## src/rtl/lsu_rmw.sv

```systemverilog
// lsu_rmw: byte/half/word load-store sequencer over a word-only RAM, with read-modify-write for sub-word stores, fault checks and a valid/ready core interface
//   clk, rst_n                        clock, asynchronous active-low reset
//   reqValid/reqReady, reqAddress,
//   reqIsStore, reqSize, reqSigned,
//   reqWData                          request from the core, taken in IDLE
//   rspValid/rspReady, rspRData,
//   rspFault                          response, held in DONE until consumed
//   memAddress, memIsStore, memWData,
//   memRData                          word-wide RAM port with combinational read
module lsu_rmw #(
  parameter int MEM_BYTES = 131072
) (
  input  logic        clk,
  input  logic        rst_n,
  input  logic        reqValid,
  output logic        reqReady,
  input  logic [31:0] reqAddress,
  input  logic        reqIsStore,
  input  logic [1:0]  reqSize,
  input  logic        reqSigned,
  input  logic [31:0] reqWData,
  output logic        rspValid,
  input  logic        rspReady,
  output logic [31:0] rspRData,
  output logic        rspFault,
  output logic [31:0] memAddress,
  output logic        memIsStore,
  output logic [31:0] memWData,
  input  logic [31:0] memRData
);
  typedef enum logic [1:0] {IDLE, READ, WRITE, DONE} state_t;
  state_t      state;
  logic [31:0] addr, wdata, old, rdata;
  logic [1:0]  size;
  logic        sgn, store, fault;
  logic [4:0]  sh;
  logic [15:0] lane;
  logic [31:0] ext, mask, merged;
  logic        bad;
  // word accesses are aligned, so the half-lane shift is 0 for them too
  assign sh     = size == 2'd0 ? {addr[1:0], 3'b000} : {addr[1], 4'b0000};
  assign lane   = 16'(memRData >> sh);
  assign ext    = size == 2'd0 ? {{24{sgn & lane[7]}}, lane[7:0]} :
                  size == 2'd1 ? {{16{sgn & lane[15]}}, lane} : memRData;
  assign mask   = size == 2'd0 ? 32'h0000_00ff << sh :
                  size == 2'd1 ? 32'h0000_ffff << sh : 32'hffff_ffff;
  assign merged = (old & ~mask) | ((wdata << sh) & mask);
  // range check is done in 33 bits so addresses near 2^32 cannot wrap into range
  assign bad    = reqSize == 2'd3 || (reqSize == 2'd1 && reqAddress[0]) ||
                  (reqSize == 2'd2 && |reqAddress[1:0]) ||
                  ({1'b0, reqAddress} + (33'd1 << reqSize) > 33'(MEM_BYTES));
  assign reqReady   = rst_n && state == IDLE;
  assign rspValid   = state == DONE;
  assign rspRData   = state == DONE ? rdata : '0;
  assign rspFault   = state == DONE && fault;
  assign memIsStore = state == WRITE;
  assign memAddress = (state == READ || state == WRITE) ? {addr[31:2], 2'b00} : '0;
  assign memWData   = state == WRITE ? merged : '0;
  always_ff @(posedge clk or negedge rst_n) begin
    if (!rst_n) begin
      state <= IDLE;
      addr  <= '0;
      wdata <= '0;
      old   <= '0;
      rdata <= '0;
      size  <= '0;
      sgn   <= 1'b0;
      store <= 1'b0;
      fault <= 1'b0;
    end else begin
      case (state)
        IDLE: if (reqValid) begin
          addr  <= reqAddress;
          size  <= reqSize;
          sgn   <= reqSigned;
          store <= reqIsStore;
          wdata <= reqWData;
          fault <= bad;
          rdata <= '0;
          state <= bad ? DONE : (reqIsStore && reqSize == 2'd2) ? WRITE : READ;
        end
        READ: begin
          old   <= memRData;
          rdata <= store ? '0 : ext;
          state <= store ? WRITE : DONE;
        end
        WRITE: state <= DONE;
        DONE: if (rspReady) state <= IDLE;
      endcase
    end
  end
endmodule

```

## config.mk

```make
export PLATFORM = sky130hd
export DESIGN_NAME = lsu_rmw
export DESIGN_NICKNAME = d
export VERILOG_FILES = /design/src/rtl/lsu_rmw.sv
export SDC_FILE = /design/constraint.sdc
export NUM_CORES = 1
export LEC_CHECK = 0
export CAP_MARGIN = 20
export CORE_UTILIZATION = 69
export CTS_CLUSTER_SIZE = 25
export DETAILED_ROUTE_END_ITERATION = 7
export DONT_BUFFER_PORTS = 1
export GPL_ROUTABILITY_DRIVEN = 0
export PLACE_DENSITY = 0.89
export SYNTH_ARGS = -nofsm -noshare
export SYNTH_HDL_FRONTEND = slang
export SYNTH_SLANG_ARGS = --single-unit
```

## constraint.sdc

```tcl
create_clock -name clk -period 6 [get_ports clk]
set_input_delay 0.3 -clock clk [delete_from_list [all_inputs] [get_ports clk]]
set_output_delay 0.3 -clock clk [all_outputs]
set_load 0.005 [all_outputs]
```

Word-level counts from Yosys, hierarchy flattened. Index checks and enable logic that the tools add are counted.

Multiplexer cells: 17. Add/subtract/negate cells: 1. Magnitude comparators: 1. Reductions and logical operators: 16. Bitwise gates (word level): 6. Equality and inequality tests: 9. Shifts and indexed selects: 5.

Operators by type and width (number): $mux 32 (9); $and 32x32->32 (2); $pmux 32 s2 (1); $add 32x33->33 (1); $gt 33x18->1 const B (1); $shl 1x2->33 const A (1); $not 32->32 (1); $or 32x32->32 (1); $shl 16x5->32 const A (1); $shl 32x5->32 (1); $shl 8x5->32 const A (1); $shr 32x5->16 (1); $eq 2x2->1 const B (4); $mux 2 (4); $pmux 2 s4 (1); $eq 2x1->1 const B (3); $reduce_and 2->1 (3); $logic_and 1x1->1 (5); $logic_not 2->1 (2); $logic_or 1x1->1 (4); $mux 4 (1); $and 1x1->1 (2); $ne 2x1->1 const B (1); $ne 2x2->1 const B (1); 3 further kinds (3).

Output and inout port bits: 100. Input bits: 104. Register bits after elaboration: 135. Word-level logic and storage cells: 64.

Depth between registers and ports, before layout. Gate-level depths: netlist (run 1).

Word-level depth: 9. Mapped depth: 14. Gate-level depth less buffers: 13.

Least setup slack after synthesis (run 1). No wires, ideal clock.

Path kind: register to output. Start point: register size[0]. End point: output port memWData[22]. Required time: 5700 ps. Buffers on the path: 5. Slack: 2924 ps. Stages on the path, launching flop included: 14. Data arrival time: 2776 ps. Path through: dfrtp_1 -> clkbuf_1 -> nor2_1 -> nand2_1 -> clkbuf_1 -> clkbuf_1 -> clkbuf_1 -> ha_1 -> nand2_1 -> o21ai_0 -> nand2_1 -> clkbuf_1 -> nand2_1 -> o211a_1.

Word-level cells in the longest chain between the ends: 9. Elaborated cells between the ends (all ways): 13. Classes of those cells: 1 x eq/ne; 3 x shift; 4 x mux; 4 x bitwise; 1 x reduce/logical.

Ends and longest elaborated chain: from (decl) (RTL line 34) `logic [1:0] size;`; from (signal assigned) (RTL line 74) `size <= reqSize;`; $logic_not 2->1 (RTL line 41, 45); $mux 4 (RTL line 41) `assign sh = size == 2'd0 ? {addr[1:0], 3'b000} : {addr[1], 4'b0000};`; $shl 16x5->32 (RTL line 46) `size == 2'd1 ? 32'h0000_ffff << sh : 32'hffff_ffff;`; $mux 32 (RTL line 46); $mux 32 (RTL line 45) `assign mask = size == 2'd0 ? 32'h0000_00ff << sh :`; $not 32->32 (RTL line 47) `assign merged = (old & ~mask) | ((wdata << sh) & mask);`; $and 32x32->32 (RTL line 47); $or 32x32->32 (*) (RTL line 47); $mux 32 (*) (RTL line 58) `assign memWData = state == WRITE ? merged : '0;`; to (decl) (RTL line 28) `output logic [31:0] memWData,`.

Mark *: on every way between the ends. The rest lies on a longest branch, timed or not.

Worst setup path in the final report (run 1).
Start point: register size[1]. End point: output port memWData[11].

The elaborated chain is that of the path after synthesis.

==> results.toml, run 1 <==
[outcome]
status = "complete, but fails checks"
violations = "design-rule violations"

[synthesis]
synth_top_family_by_area = "simple AND/OR/NAND/NOR gates"
synth-xor-area-share_pct = 1.23
synth_area_leaders = "dfrtp_1, mux2_2, nand2_1"
yosys_register_bits = 135
muxShareOfSynthArea_pct = 15.6
synth_flop_cell = "dfrtp_1"
synth-async-reset-ratio_pct = 100
seq_area_frac_synth_pct = 43.0
synth_cell_types = 57
synthSimpleGateAreaFrac_pct = 21.6
synth_edf_count = 0
syn_inst = 841
syn_area_um2 = 7860
yosysTopAreaCellShare_pct = 43.0
synth_compound_area_share_pct = 13.0
synth-adder-area-share_pct = 2.13
yosys.area.top_type = "dfrtp_1"
ys_warn_count = 0
avgSynthCellArea_um2 = 9.35

[sta]
max_slew_margin_pct = 25.3
rsz0062_at_grt = "no"
worst_pin_slew_ps = 1120
setup_viol = 0
final_max_slew_viol_count = 0
min_period_over_period_pct = 69.5
finalHoldViolations = 0
min_period_ps = 4170
fmax_mhz = 240
fin_worst_skew_ps = 8.30
tns_ps = 0
setup_ws_ps = 1830

[clock_tree]
cts.path.max_buffers = 2
clk_latency_ps = 430
numCtsBuffers = 17
path_clk_slew_ps = 60
clockRootBuffer = "clkbuf_16"
cts-resized-gates = 0
clock-sinks = 135
htreeDepth = 4
cts_tree = "built"
post_cts_buffers = 0

[setup_path]
path_max_fanout = 48
worstPathArrival_ps = 3870
endpoint_kind = "primary output"
regToRegSetupSlack_ps = 1910
cp.required_ps = 5700
worstSetupPathType = "register to primary output"
startpoint_type = "register"

[floorplanning]
fp.coreArea_um2 = 11000
io_pins = 204
rows = 38
dieArea_um2 = 11800
fp.dieW_um = 109
die_h_um = 109
initial_core_util_pct = 71.6

[global_routing]
grt_first_pass_wirelength_um = 33000
first_global_vias = 6165
antenna_found_initial = 2
gr-usage-all-layers_pct = 37.2
gr-total-overflow = 0
grt_max_degree = 136

[layout]
fin_cells = 975
area_delta_synth_final_pct = 8.93
fin_nets = 937
drive_above_1_share_pct = 18.0

[power_and_ir_drop]
power.leakage_uw = 0.00376
peakVddDrop_mv = 0.329
power_density_nw_per_um2 = 549

[routing]
drt_iter0_drc = 764
vias = 6669
avgViaCountPerCell = 6.84
drt_wl_total_um = 21400
dr.pass1.iters = 8
wl_per_cell_um = 22.0
drc = 1
drtAntennaViolNets = 0

[worst_hold_path]
min_path_type = "input pin to register"

[place]
pre_cts_ws_ps = 2190
placed_cells = 933
dpl.hpwl_um = 15300
numPortBuffers = 0

[job]
maxCapViolations = 0
metal layers:
metal  GRT usage (%)  vias to the layer above  share of wire, %
li1                -                     2902                 -
met1            45.4                     3169                38
met2            57.3                      497                45
met3            14.4                       99                12
met4            19.0                        2               4.6
met5               0                        -             0.061
layout by cell type, fill, tap and decap left out, types with 3 or more instances in the layout:
master and n:
nor2b_1 16, nor3_1 16, mux2i_1 9, and2_1 74
inv_1 12, nand4_1 3, a211oi_1 10, o31ai_1 6
dfrtp_1 135, xor2_1 5, clkinvlp_4 6, ha_1 11
and3_1 11, xnor2_1 6, o22ai_1 8, o211a_1 8
mux2_2 98, clkinv_4 4, buf_4 6, nand3_1 22
a21oi_1 26, a31oi_1 19, nor4_1 4, or3_1 3
a21boi_0 9, or4_1 3, dlygate4sd3_1 8, or2_2 4
o21ai_0 57, nand2_1 154, o221ai_1 7, clkbuf_16 17
nor2_1 19
stage by stage:
stage / hold WS, ps / cell area [µm²] / util (%) / power [µW]
4_1_cts: 2.70 / 8560 / 77.9 / 4660
6_report: 17.8 / 8560 / 78.0 / 4710
3_5_place_dp: 8.61 / 7880 / 71.7 / 3610
3_3_place_gp: 8.65 / 7880 / 71.7 / 3490
2_1_floorplan: 4.41 / 7870 / - / 3140
5_1_grt: 6.45 / 8560 / 77.9 / 4980
where the power goes:
part	internal (µW)	switching, µW
clock network	593	413
logic	861	1150
registers	1340	339
timing repair:
action                                  CTS  global route
hold buffers                              9             0
endpoints found under the setup margin    0             0
hold endpoints to repair                142             0
critical path, cell delays in order (launching register included):
cell     delay, ps
dfrtp_1        710
nor2_1         140
nand2_1        100
buf_4          420
inv_1          550
ha_1           390
o31ai_1        620
o21ai_0        240
and2_1         230
cells by family after synthesis:
group,count (synthesis)
xor gates and xnor gates,11
DFF,135
and+or+nand+nor,343
AOI/OAI and AO/OA,161
adders and majority gates,13
buffers and inverters,68
muxes,109
other,1
layout make-up:
cell class | count | area [µm²]
clock buffer | 19 | 453
inverter | 13 | 48.8
fill | 723 | 2420
antenna | 1 | 2.50
multi-input combinational | 639 | 4230
timing repair buffer | 15 | 153
clock inverter | 13 | 124
tap | 140 | 175
sequential | 135 | 3380
state kept, by name (all words and copies together) (netlist names):
name / count
addr: 32
old: 32
size: 2
sgn: 1
fault: 1
rdata: 32
store: 1
wdata: 32
state: 2
path summary, 6_finish.rpt:
check                                   from            to  depth (start not counted)
worst max-delay path                 size[1]  memWData[11]                          8
worst min-delay path            reqWData[30]     wdata[30]                          1
worst max register to register       size[1]     rdata[26]                         11
worst min register to register      rdata[0]      rdata[0]                          2
max in group asynchronous              rst_n           sgn                          2
min in group asynchronous              rst_n      rdata[8]                          2
cells in the mapped netlist (4+ instances only):
library cell,count
inv_1,12
o31ai_1,6
mux2_2,98
and2_1,74
o21ai_0,57
nor4_1,4
nand2_1,155
nand3_1,22
a211oi_1,10
mux2i_1,10
nor2b_1,16
xor2_1,5
ha_1,11
dfrtp_1,135
xnor2_1,6
o221ai_1,7
a31oi_1,19
o22ai_1,8
and3_1,11
o211a_1,8
or2_2,4
nor3_1,16
nor2_1,19
a21oi_1,26
clkbuf_1,49
a21boi_0,9
Power figures use the tool's default switching activity.
==> run 2: changes to the inputs <==
CORE_UTILIZATION = 64   (was 69)
PLACE_DENSITY = 0.84   (was 0.89)
clock period = 3.9 ns   (was 6 ns; I/O delays follow)
==> results.toml, run 2 (same netlist as run 1, synthesis figures left out) <==
[sta]
min_period_over_period_pct = 82.2
rsz0062_at_grt = "no"
min_period_ps = 3200
tns_ps = 0
setup_viol = 0
final_max_slew_viol_count = 0
worst_pin_slew_ps = 988
fin_worst_skew_ps = 7.87
max_slew_margin_pct = 33.8
finalHoldViolations = 0
fmax_mhz = 312

[global_routing]
gr-total-overflow = 0
gr-usage-all-layers_pct = 41.1
antenna_found_initial = 1
first_global_vias = 7012
grt_max_degree = 136
grt_first_pass_wirelength_um = 39300

[routing]
drc = 4
drt_iter0_drc = 872
vias = 7341
drtAntennaViolNets = 0
dr.pass1.iters = 8
drt_wl_total_um = 25100
avgViaCountPerCell = 6.78
wl_per_cell_um = 23.1

[power_and_ir_drop]
peakVddDrop_mv = 0.540
p_switching_uw = 3060
seqPwrFrac_pct = 34.1
intPower_uw = 4530
power.leakage_uw = 0.00423
total_power_uw = 7580
switching_share_pct = 40.3
power_density_nw_per_um2 = 790
combPwrFrac_pct = 44.4
clockPowerShare_pct = 21.5

[layout]
mostFrequentLayoutCell = "nand2_1"
layout_common_cells = "nand2_1, dfrtp_1, dlygate4sd3_1"
fin_nets = 1039
drive_above_1_share_pct = 16.9
fill_cells = 665
area_delta_synth_final_pct = 22.2

[place]
numPortBuffers = 0
dpl.hpwl_um = 15100

[clock_tree]
cts-resized-gates = 0
post_cts_buffers = 0
htreeDepth = 4
path_clk_slew_ps = 60
cts.path.max_buffers = 2
cts-hold-fix-buffers = 101
numCtsBuffers = 17
clock-sinks = 135
cts_tree = "built"
clk_latency_ps = 440
clockRootBuffer = "clkbuf_16"

[floorplanning]
fp.coreArea_um2 = 12000
initial_core_util_pct = 65.4
fp.dieW_um = 113
rows = 40
die_h_um = 113
dieArea_um2 = 12700
io_pins = 204

[setup_path]
endpoint_kind = "primary output"
path_max_fanout = 47
startpoint_type = "register"
worstSetupPathType = "register to primary output"
cp.required_ps = 3700
worstPathArrival_ps = 3010

[outcome]
violations = "design-rule violations"
status = "complete, but fails checks"

[job]
maxCapViolations = 0

[worst_hold_path]
min_path_type = "input pin to register"
==> run 2: cell types whose count changed in the layout (fill, tap and decap cells not counted), sizes merged <==
cell and change:
dlygate4sd3 +92, buf +9, clkinvlp -3, bufinv +2, inv +1
==> run 2: critical path: stages (launching register included) <==
cell	delay [ps]
dfrtp_1	670
nor2_1	130
nand2_1	120
buf_4	450
ha_1	340
nand2_1	80
o21ai_0	90
nand2_1	390
nand2_1	130
o211a_1	170
==> run 2: layout make-up <==
| class | count | area (µm²) | share of cell area (%) |
|---|---|---|---|
| Multi-Input combinational cell | 639 | 4230 | 44.0 |
| Clock buffer | 18 | 429 | 4.47 |
| Sequential cell | 135 | 3380 | 35.2 |
| Clock inverter | 13 | 155 | 1.62 |
| Antenna cell | 1 | 2.50 | 0.0261 |
| Timing Repair Buffer | 117 | 1180 | 12.3 |
| Tap cell | 147 | 184 | 1.91 |
| Inverter | 13 | 48.8 | 0.508 |
==> run 2: path summary, 6_finish.rpt <==
| check | startpoint | to | slack, ps | cells past startpoint |
|---|---|---|---|---|
| max in group asynchronous | rst_n | rdata[7] | 2990 | 2 |
| worst max-delay path | size[1] | memWData[17] | 700 | 9 |
| worst min register to register | rdata[26] | rdata[26] | 460 | 2 |
| worst min-delay path | reqAddress[24] | addr[24] | 9 | 2 |
| min in group asynchronous | rst_n | rdata[9] | 390 | 2 |
| worst max register to register | size[1] | rdata[18] | 790 | 11 |
==> run 2: layer usage <==
| metal | global-route usage [%] | vias to the layer above | share of wire, % |
|---|---|---|---|
| li1 | - | 3102 | - |
| met1 | 52.9 | 3451 | 37 |
| met2 | 63.6 | 622 | 46 |
| met3 | 12.5 | 166 | 12 |
| met4 | 20.2 | 0 | 5.4 |
| met5 | 0 | - | 0 |
==> run 2: through the flow <==
stage / util [%] / instances / instance area, µm² / worst slack (ps) / hold slack (ps)
detailed placement: 66.3 / 949 / 7970 / 796 / -93.2
floorplan: - / 842 / 7870 / 929 / -101
CTS: 79.7 / 1081 / 9580 / 812 / 0.0473
global route: 80.0 / 1083 / 9610 / 425 / 10.9
global placement: 66.3 / 949 / 7970 / 967 / -93.4
finish: 80.0 / 1083 / 9610 / 695 / 9.23
==> run 2: power groups by stage <==
| stage | clock network [µW] | logic (µW) | registers, µW |
|---|---|---|---|
| 4_1_cts | 1620 | 3210 | 2530 |
| 3_3_place_gp | 0 | 2930 | 2500 |
| 3_5_place_dp | 0 | 3050 | 2540 |
| 2_1_floorplan | 0 | 2500 | 2330 |
| 6_report | 1630 | 3370 | 2590 |
| 5_1_grt | 1690 | 3670 | 2640 |
